**src/rtl/cpu_pkg.sv**
```systemverilog
// Shared CPU front-end types: the instruction-queue entry and its default depth.
package cpu_pkg;
  typedef struct packed {
    logic [31:0] pc;
    logic [31:0] instr;
  } iq_entry_t;

  localparam int IQ_DEPTH_DEFAULT = 16;
endpackage

```
**src/rtl/inst_queue_ram.sv**
```systemverilog
// Instruction-queue storage: two write ports, two async read ports, no reset.
// Write ports never target the same entry in one cycle (consecutive addresses).
module inst_queue_ram
  import cpu_pkg::*;
#(
  parameter int DEPTH = IQ_DEPTH_DEFAULT
) (
  input  logic                     clk,
  input  logic                     we1,
  input  logic [$clog2(DEPTH)-1:0] waddr1,
  input  iq_entry_t                wdata1,
  input  logic                     we2,
  input  logic [$clog2(DEPTH)-1:0] waddr2,
  input  iq_entry_t                wdata2,
  input  logic [$clog2(DEPTH)-1:0] raddr1,
  input  logic [$clog2(DEPTH)-1:0] raddr2,
  output iq_entry_t                rdata1,
  output iq_entry_t                rdata2
);
  iq_entry_t mem [DEPTH];

  always_ff @(posedge clk) begin
    if (we1) mem[waddr1] <= wdata1;
    if (we2) mem[waddr2] <= wdata2;
  end

  assign rdata1 = mem[raddr1];
  assign rdata2 = mem[raddr2];
endmodule

```
**src/rtl/inst_queue.sv**
```systemverilog
// Dual-issue instruction queue between fetch and decode: pushes/pops 0-2 words per cycle in order,
// 1-cycle push-to-head latency (same cycle when INST_QUEUE_BYPASS_EN and empty); fetch stalls on full.
module inst_queue
  import cpu_pkg::*;
#(
  parameter int DEPTH = IQ_DEPTH_DEFAULT
) (
  input  logic        clk,
  input  logic        rst,
  input  logic        flush,
  input  logic        push_en1,
  input  logic        push_en2,
  input  logic [31:0] push_pc1,
  input  logic [31:0] push_pc2,
  input  logic [31:0] push_instr1,
  input  logic [31:0] push_instr2,
  input  logic        pop_master,
  input  logic        pop_slave,
  output logic        master_valid,
  output logic [31:0] master_pc,
  output logic [31:0] master_instr,
  output logic        slave_valid,
  output logic [31:0] slave_pc,
  output logic [31:0] slave_instr,
  output logic        full,
  output logic        empty
);
  localparam int AW = $clog2(DEPTH);

  logic [AW-1:0] wr_ptr, rd_ptr;
  logic [AW:0]   count;
  logic          primed;  // storage holds no written data until the first push after reset
  iq_entry_t     word1, word2, rd_head, rd_next, wdata1, head, next;
  logic [1:0]    n_push, n_pop, n_store, n_deq;
  logic          bypass, we1, we2;

  assign word1 = iq_entry_t'{pc: push_pc1, instr: push_instr1};
  assign word2 = iq_entry_t'{pc: push_pc2, instr: push_instr2};

  always_comb begin
    full   = count > (AW+1)'(DEPTH-2);
    empty  = count == '0;
    n_push = 2'd0;
    if (!full && push_en1) n_push = push_en2 ? 2'd2 : 2'd1;
`ifdef INST_QUEUE_BYPASS_EN
    bypass = empty && !flush;
`else
    bypass = 1'b0;
`endif
    // When bypassing, pops consume the incoming words instead of stored ones.
    n_pop = 2'd0;
    if (pop_master && (bypass ? (n_push != 2'd0) : (count != '0)))
      n_pop = (pop_slave && (bypass ? (n_push == 2'd2) : (count >= (AW+1)'(2)))) ? 2'd2 : 2'd1;
    n_store = bypass ? (n_push - n_pop) : n_push;
    n_deq   = bypass ? 2'd0 : n_pop;
    we1     = !flush && (n_store != 2'd0);
    we2     = !flush && (n_store == 2'd2);
    wdata1  = (bypass && n_pop == 2'd1) ? word2 : word1;
  end

  inst_queue_ram #(.DEPTH(DEPTH)) u_ram (
    .clk    (clk),
    .we1    (we1),
    .waddr1 (wr_ptr),
    .wdata1 (wdata1),
    .we2    (we2),
    .waddr2 (wr_ptr + AW'(1)),
    .wdata2 (word2),
    .raddr1 (rd_ptr),
    .raddr2 (rd_ptr + AW'(1)),
    .rdata1 (rd_head),
    .rdata2 (rd_next)
  );

  always_ff @(posedge clk) begin
    if (rst) begin
      wr_ptr <= '0;
      rd_ptr <= '0;
      count  <= '0;
      primed <= 1'b0;
    end else if (flush) begin
      wr_ptr <= '0;
      rd_ptr <= '0;
      count  <= '0;
    end else begin
      wr_ptr <= wr_ptr + AW'(n_store);
      rd_ptr <= rd_ptr + AW'(n_deq);
      count  <= count + (AW+1)'(n_store) - (AW+1)'(n_deq);
      if (we1) primed <= 1'b1;
    end
  end

  always_comb begin
    head = primed ? rd_head : '0;
    next = primed ? rd_next : '0;
    master_valid = count >= (AW+1)'(1);
    slave_valid  = count >= (AW+1)'(2);
    if (bypass) begin
      head         = word1;
      next         = word2;
      master_valid = push_en1;
      slave_valid  = push_en1 && push_en2;
    end
    master_pc    = head.pc;
    master_instr = head.instr;
    slave_pc     = next.pc;
    slave_instr  = next.instr;
  end
endmodule

```
**config.mk**
```make
export PLATFORM = sky130hd
export DESIGN_NAME = inst_queue
export DESIGN_NICKNAME = d
export VERILOG_FILES = /design/src/rtl/cpu_pkg.sv /design/src/rtl/inst_queue_ram.sv /design/src/rtl/inst_queue.sv
export SDC_FILE = /design/constraint.sdc
export NUM_CORES = 2
export LEC_CHECK = 0
export CORE_MARGIN = 3
export CORE_UTILIZATION = 35
export DETAILED_ROUTE_END_ITERATION = 12
export DONT_BUFFER_PORTS = 1
export GPL_TIMING_DRIVEN = 1
export MAX_ROUTING_LAYER = met4
export PLACE_DENSITY = 0.6
export SLEW_MARGIN = 30
export SYNTH_ARGS = -nofsm -noshare
export SYNTH_HDL_FRONTEND = slang
export SYNTH_SLANG_ARGS = --single-unit
```
**constraint.sdc**
```tcl
create_clock -name clk -period 10.7 [get_ports clk]
set_clock_uncertainty 0.05 [all_clocks]
set_input_delay 1.07 -clock clk [delete_from_list [all_inputs] [get_ports clk]]
set_output_delay 1.07 -clock clk [all_outputs]
set_load 0.01 [all_outputs]
```
# Yosys cells after proc, flatten, opt, wreduce, memory -nomap -nowiden
# Memory sizes are Yosys's and may differ from the RTL's. A register that Yosys moved wholly into a read port is not among the register bits.
# Cells that the tools add are included.
dict set report totals {
  reg_bits 14
  mem_bits_rw 1024
  word_cells 39
  n_memories 1
}
# name depth width rd rd_clocked_by_memory_dff wr line
set mem_list {}
lappend mem_list {u_ram.mem 16 64 2 1 2 inst_queue_ram.sv:20} ;# iq_entry_t mem [DEPTH];
dict set report op_classes {
  add_sub_neg 6
  n_lt_le_gt_ge 3
  eq_ne 1
  mux 11
  bitwise 1
  n_reduce_logical 12
}
# operator count
set ops {}
lappend ops {{2-to-1 mux 64 bit} 2}
lappend ops {{adder 4 x 1 -> 4 bit (second input constant)} 2}
lappend ops {{adder 4 x 2 -> 4 bit} 2}
lappend ops {{2-to-1 mux 2 bit} 4}
lappend ops {{adder 5 x 2 -> 5 bit} 1}
lappend ops {{greater-or-equal comparator 5 x 1 -> 1 bit (second input constant)} 1}
lappend ops {{greater-or-equal comparator 5 x 2 -> 1 bit (second input constant)} 1}
lappend ops {{greater-than comparator 5 x 4 -> 1 bit (second input constant)} 1}
lappend ops {{logical AND 1 bit} 5}
lappend ops {{zero test 5 bit} 1}
lappend ops {{nonzero test 5 bit} 1}
lappend ops {{subtractor 5 x 2 -> 5 bit} 1}
lappend ops {{2-to-1 mux 1 bit} 4}
lappend ops {{2-to-1 mux 4 bit} 1}
lappend ops {{== test 2 bit (second input constant)} 1}
lappend ops {{zero test 1 bit} 2}
lappend ops {{AND reduction 2 bit} 1}
lappend ops {{nonzero test 2 bit} 1}
lappend ops {{OR reduction 2 bit} 1}
lappend ops {{inverter 1 bit} 1}

# Longest topological paths before layout
dict set report logic_depth {
  word_depth 8
  ltp_mapped 15
  depth_no_buf 15
}

# Cells and area by module
# Synthesis repeated with hierarchy kept, for this count alone.
dict set report unflattened {
  hier_cells 3649
  area_unflattened_um2 60100.1
}
# mod n_inst cells_each area_each_um2 seq_area_each_um2
set modules_own_cells {}
lappend modules_own_cells {inst_queue_ram 1 3401 58298.4 30749.5}
lappend modules_own_cells {inst_queue 1 248 1801.7 280.3}

# Worst setup path after synthesis
# No wires, ideal clock.
dict set report synth_path {
  path_kind {in2reg}
  startpoint {input port flush}
  endpoint {memory u_ram.mem[13][0] (netlist name), enable pin}
  t_arrival_ns 4.877
  required_ns 10.141
  slack_ns 5.265
  path_stages 4
  path_buffers 1
  cell_sequence {nor3b_2 o2111ai_2 buf_4 o22ai_1}
}
# element line
set synth_rtl {}
lappend synth_rtl {{start, declared} inst_queue.sv:10} ;# input logic flush,
lappend synth_rtl {{end, declared} inst_queue_ram.sv:20}

# Worst setup path in the final report
dict set report layout_path {
  startpoint {register rd_ptr[0]}
  endpoint {output port slave_instr[11]}
}
dict set report layout_via {
  elab_chain_len 3
}
# element line
set layout_lines {}
lappend layout_lines {{start, declared} inst_queue.sv:30} ;# logic [AW-1:0] wr_ptr, rd_ptr;
lappend layout_lines {{start signal, assigned} inst_queue.sv:87} ;# rd_ptr <= rd_ptr + AW'(n_deq);
lappend layout_lines {{adder 4 x 1 -> 4 bit} inst_queue.sv:70} ;# .raddr2 (rd_ptr + AW'(1)),
lappend layout_lines {{memory read (16 x 64 bit)} --}
lappend layout_lines {{2-to-1 mux 64 bit} inst_queue.sv:95} ;# next = primed ? rd_next : '0;
lappend layout_lines {{end, declared} inst_queue.sv:24} ;# output logic [31:0] slave_instr,
# No other way between the ends.

==> results_dict.tcl <==
set metrics [dict create \
    layout_commonest_cell "mux2_2" \
    fin_nets 4284 \
    antenna_found_initial 2 \
    wl_um 223000 \
    worstMarginPinSlew_ns 1.10 \
    worstSetupStartpointType "flip-flop" \
    wl_met2_um 112000 \
    htreeDepth 3 \
    cts_buffers 116 \
    coreArea_um2 176000 \
    clockBufferDepth 3 \
    hp-class "input port to flip-flop" \
    grt-ovfl-total 0 \
    cts_root_buffer "clkbuf_16" \
    fin_setup_tns_ns 0 \
    layout_common_cells "mux2_2 (1,207), edfxtp_1 (1,024), mux2i_1 (475), nand3_1 (260), mux4_2 (165)" \
    grt_pass1_vias 41400 \
    clock-sinks 1038 \
    route.detailed.drc 0 \
    synth-edff-count 1024 \
    fp.dieArea_um2 183000 \
    grt_pass1_wl_um 314000 \
    postRouteAntennaNets 0 \
    syn-cell-area_um2 62300 \
    layout-drive-gt1-share 0.407 \
    finalCriticalPeriod_ns 6.41 \
    total_leakage_power_uw 0.0202 \
    top_layer "met4" \
    clock_latency_ns 0.79 \
    met3_length_um 15400 \
    yosysSeqAreaShare 0.498 \
    final_util 0.384 \
    ir_drop_uv 124 \
    yosysUniqueCellTypes 50 \
    maxSlewViolCount 0 \
    max_cap_violations 0 \
    track_usage 0.244 \
    portBuffers 0 \
    tritoncts "done" \
    rsz0062_at_grt "false" \
    syn_inst 4389 \
    synth_flop_cell "edfxtp_1" \
    timing.fmax_mhz 156 \
    drtIter0Drc 4237 \
    wl_met1_um 84900 \
    dp_hpwl_um 122000 \
    clkTransAtPathRegs_ns 0.06 \
    dr.pass1.iters 6 \
    setup_viol 0 \
    dp_slack_ns 5.19 \
    grt_max_degree 129 \
    gp_congestion 0.798 \
    min_period_over_period 0.599 \
    cts-resized-gates 0 \
    num_vias 41000 \
    path_class "flip-flop to output port" \
    wl_per_cell_um 34.0 \
    vias_per_cell 6.24 \
    dieHeight_um 428 \
    critPathMaxFanout 49 \
    worst_slack_ns 4.29 \
    die_w_um 428 \
    hold_violations 0 \
    synthArstFlopShare 0 \
    io_pins 267 \
    start_util 0.353 \
    hold_buffers 0 \
    num_rows 154 \
    yosysWarnings 0 \
    syn-num-nets 4542 \
    ys_ff_latch 1038 \
    cp_data_required_time_ns 9.58 \
    p_per_area_nw_per_um2 161 \
    cts_setup_buffers 0 \
    critPathCaptureType "output port" \
    outcome "completed" \
    avgSynthCellArea_um2 14.2 \
    relSlewSlack 0.266 \
    syn_to_final_growth_pct 8.74 \
    crit_arrival_ns 5.29 \
]
[worst paths after layout]
| kind | startpoint | endpoint | slack (ns) | cells after the start |
|---|---|---|---|---|
| hold reg to reg | rd_ptr[3] | rd_ptr[3] | 0.60 | 2 |
| setup / recovery | rd_ptr[0] | slave_instr[11] | 4.29 | 6 |
| hold / removal | rst | primed | 0.30 | 1 |
| setup reg to reg | count[4] | u_ram.mem[1][25] | 6.80 | 9 |
[Yosys cell counts, types with 6 or more instances]
cell type / number / area (um2)
a22oi_1: 27 / 203
nor2_2: 9 / 56.3
a21oi_1: 23 / 115
o211ai_1: 14 / 105
nand2_1: 68 / 255
clkbuf_1: 261 / 980
or2_2: 6 / 37.5
mux2_2: 1207 / 13600
mux2i_1: 475 / 4750
inv_1: 21 / 78.8
mux4_2: 165 / 3720
a221oi_1: 49 / 429
nor2_1: 13 / 48.8
buf_4: 35 / 263
buf_1: 24 / 90.1
o2111ai_1: 15 / 131
nand4_1: 64 / 400
nand3_1: 260 / 1300
o32ai_1: 64 / 561
mux2_1: 73 / 822
ha_1: 14 / 175
edfxtp_1: 1024 / 30700
buf_6: 60 / 676
dfxtp_1: 14 / 280
buf_2: 109 / 546
a311oi_1: 15 / 131
o22ai_1: 144 / 901
o21ai_0: 88 / 440
[cell type report]
class	instances	area, um2
fill	16600	109000
antenna	2	5.00
clock inverter	77	651
sequential	1038	31000
tap	2340	2930
timing repair buffer	113	972
clock buffer	138	2990
inverter	22	92.6
multi-input combinational	2840	29100
[per-stage QoR]
step,power [uW],instances,cell area [um2],hold WS [ns]
4_1_cts,11000,6567,67700,0.239
5_1_grt,11300,6569,67800,0.259
2_1_floorplan,6470,4389,62300,0.461
3_5_place_dp,7050,6352,64100,0.592
3_3_place_gp,7020,6350,64000,0.562
6_report,10900,6570,67800,0.297
[flip-flops by register name, summed over array words and instances (netlist names)]
register	count
count	5
u_ram.mem	1024
wr_ptr	4
rd_ptr	4
primed	1
[critical path: stages (launching register included)]
cell and delay, ns:
dfxtp_4 0.86, ha_4 0.77, buf_4 0.77, buf_4 0.69, mux2_2 0.28, o22ai_1 0.08, o32ai_1 0.90
[cell families (layout without fill, tap and decap cells)]
group | count (synthesis) | count (layout) | synth area share
AO/OA/AOI/OAI | 444 | 444 | 0.0492
XOR/XNOR | 7 | 7 | 0.000984
multiplexers | 1920 | 1920 | 0.367
other | 0 | 2 | 0
AND/OR/NAND/NOR | 451 | 451 | 0.0385
adder cells (fa/ha/maj) | 18 | 18 | 0.00409
buffers and inverters | 511 | 350 | 0.0423
flip-flops | 1038 | 1038 | 0.498
[metal layers]
metal / global-route usage / up-vias
met5: - / -
met4: 0.105 / 0
met3: 0.0424 / 501
met2: 0.413 / 1851
met1: 0.284 / 21500
li1: - / 17100
[power by group]
group          leakage, uW  switching [uW]  internal [uW]
sequential         0.00935            60.6           4550
combinational      0.00911            1340           1020
clock              0.00178            1770           2180
No activity file was read; power rests on OpenSTA's default activity.
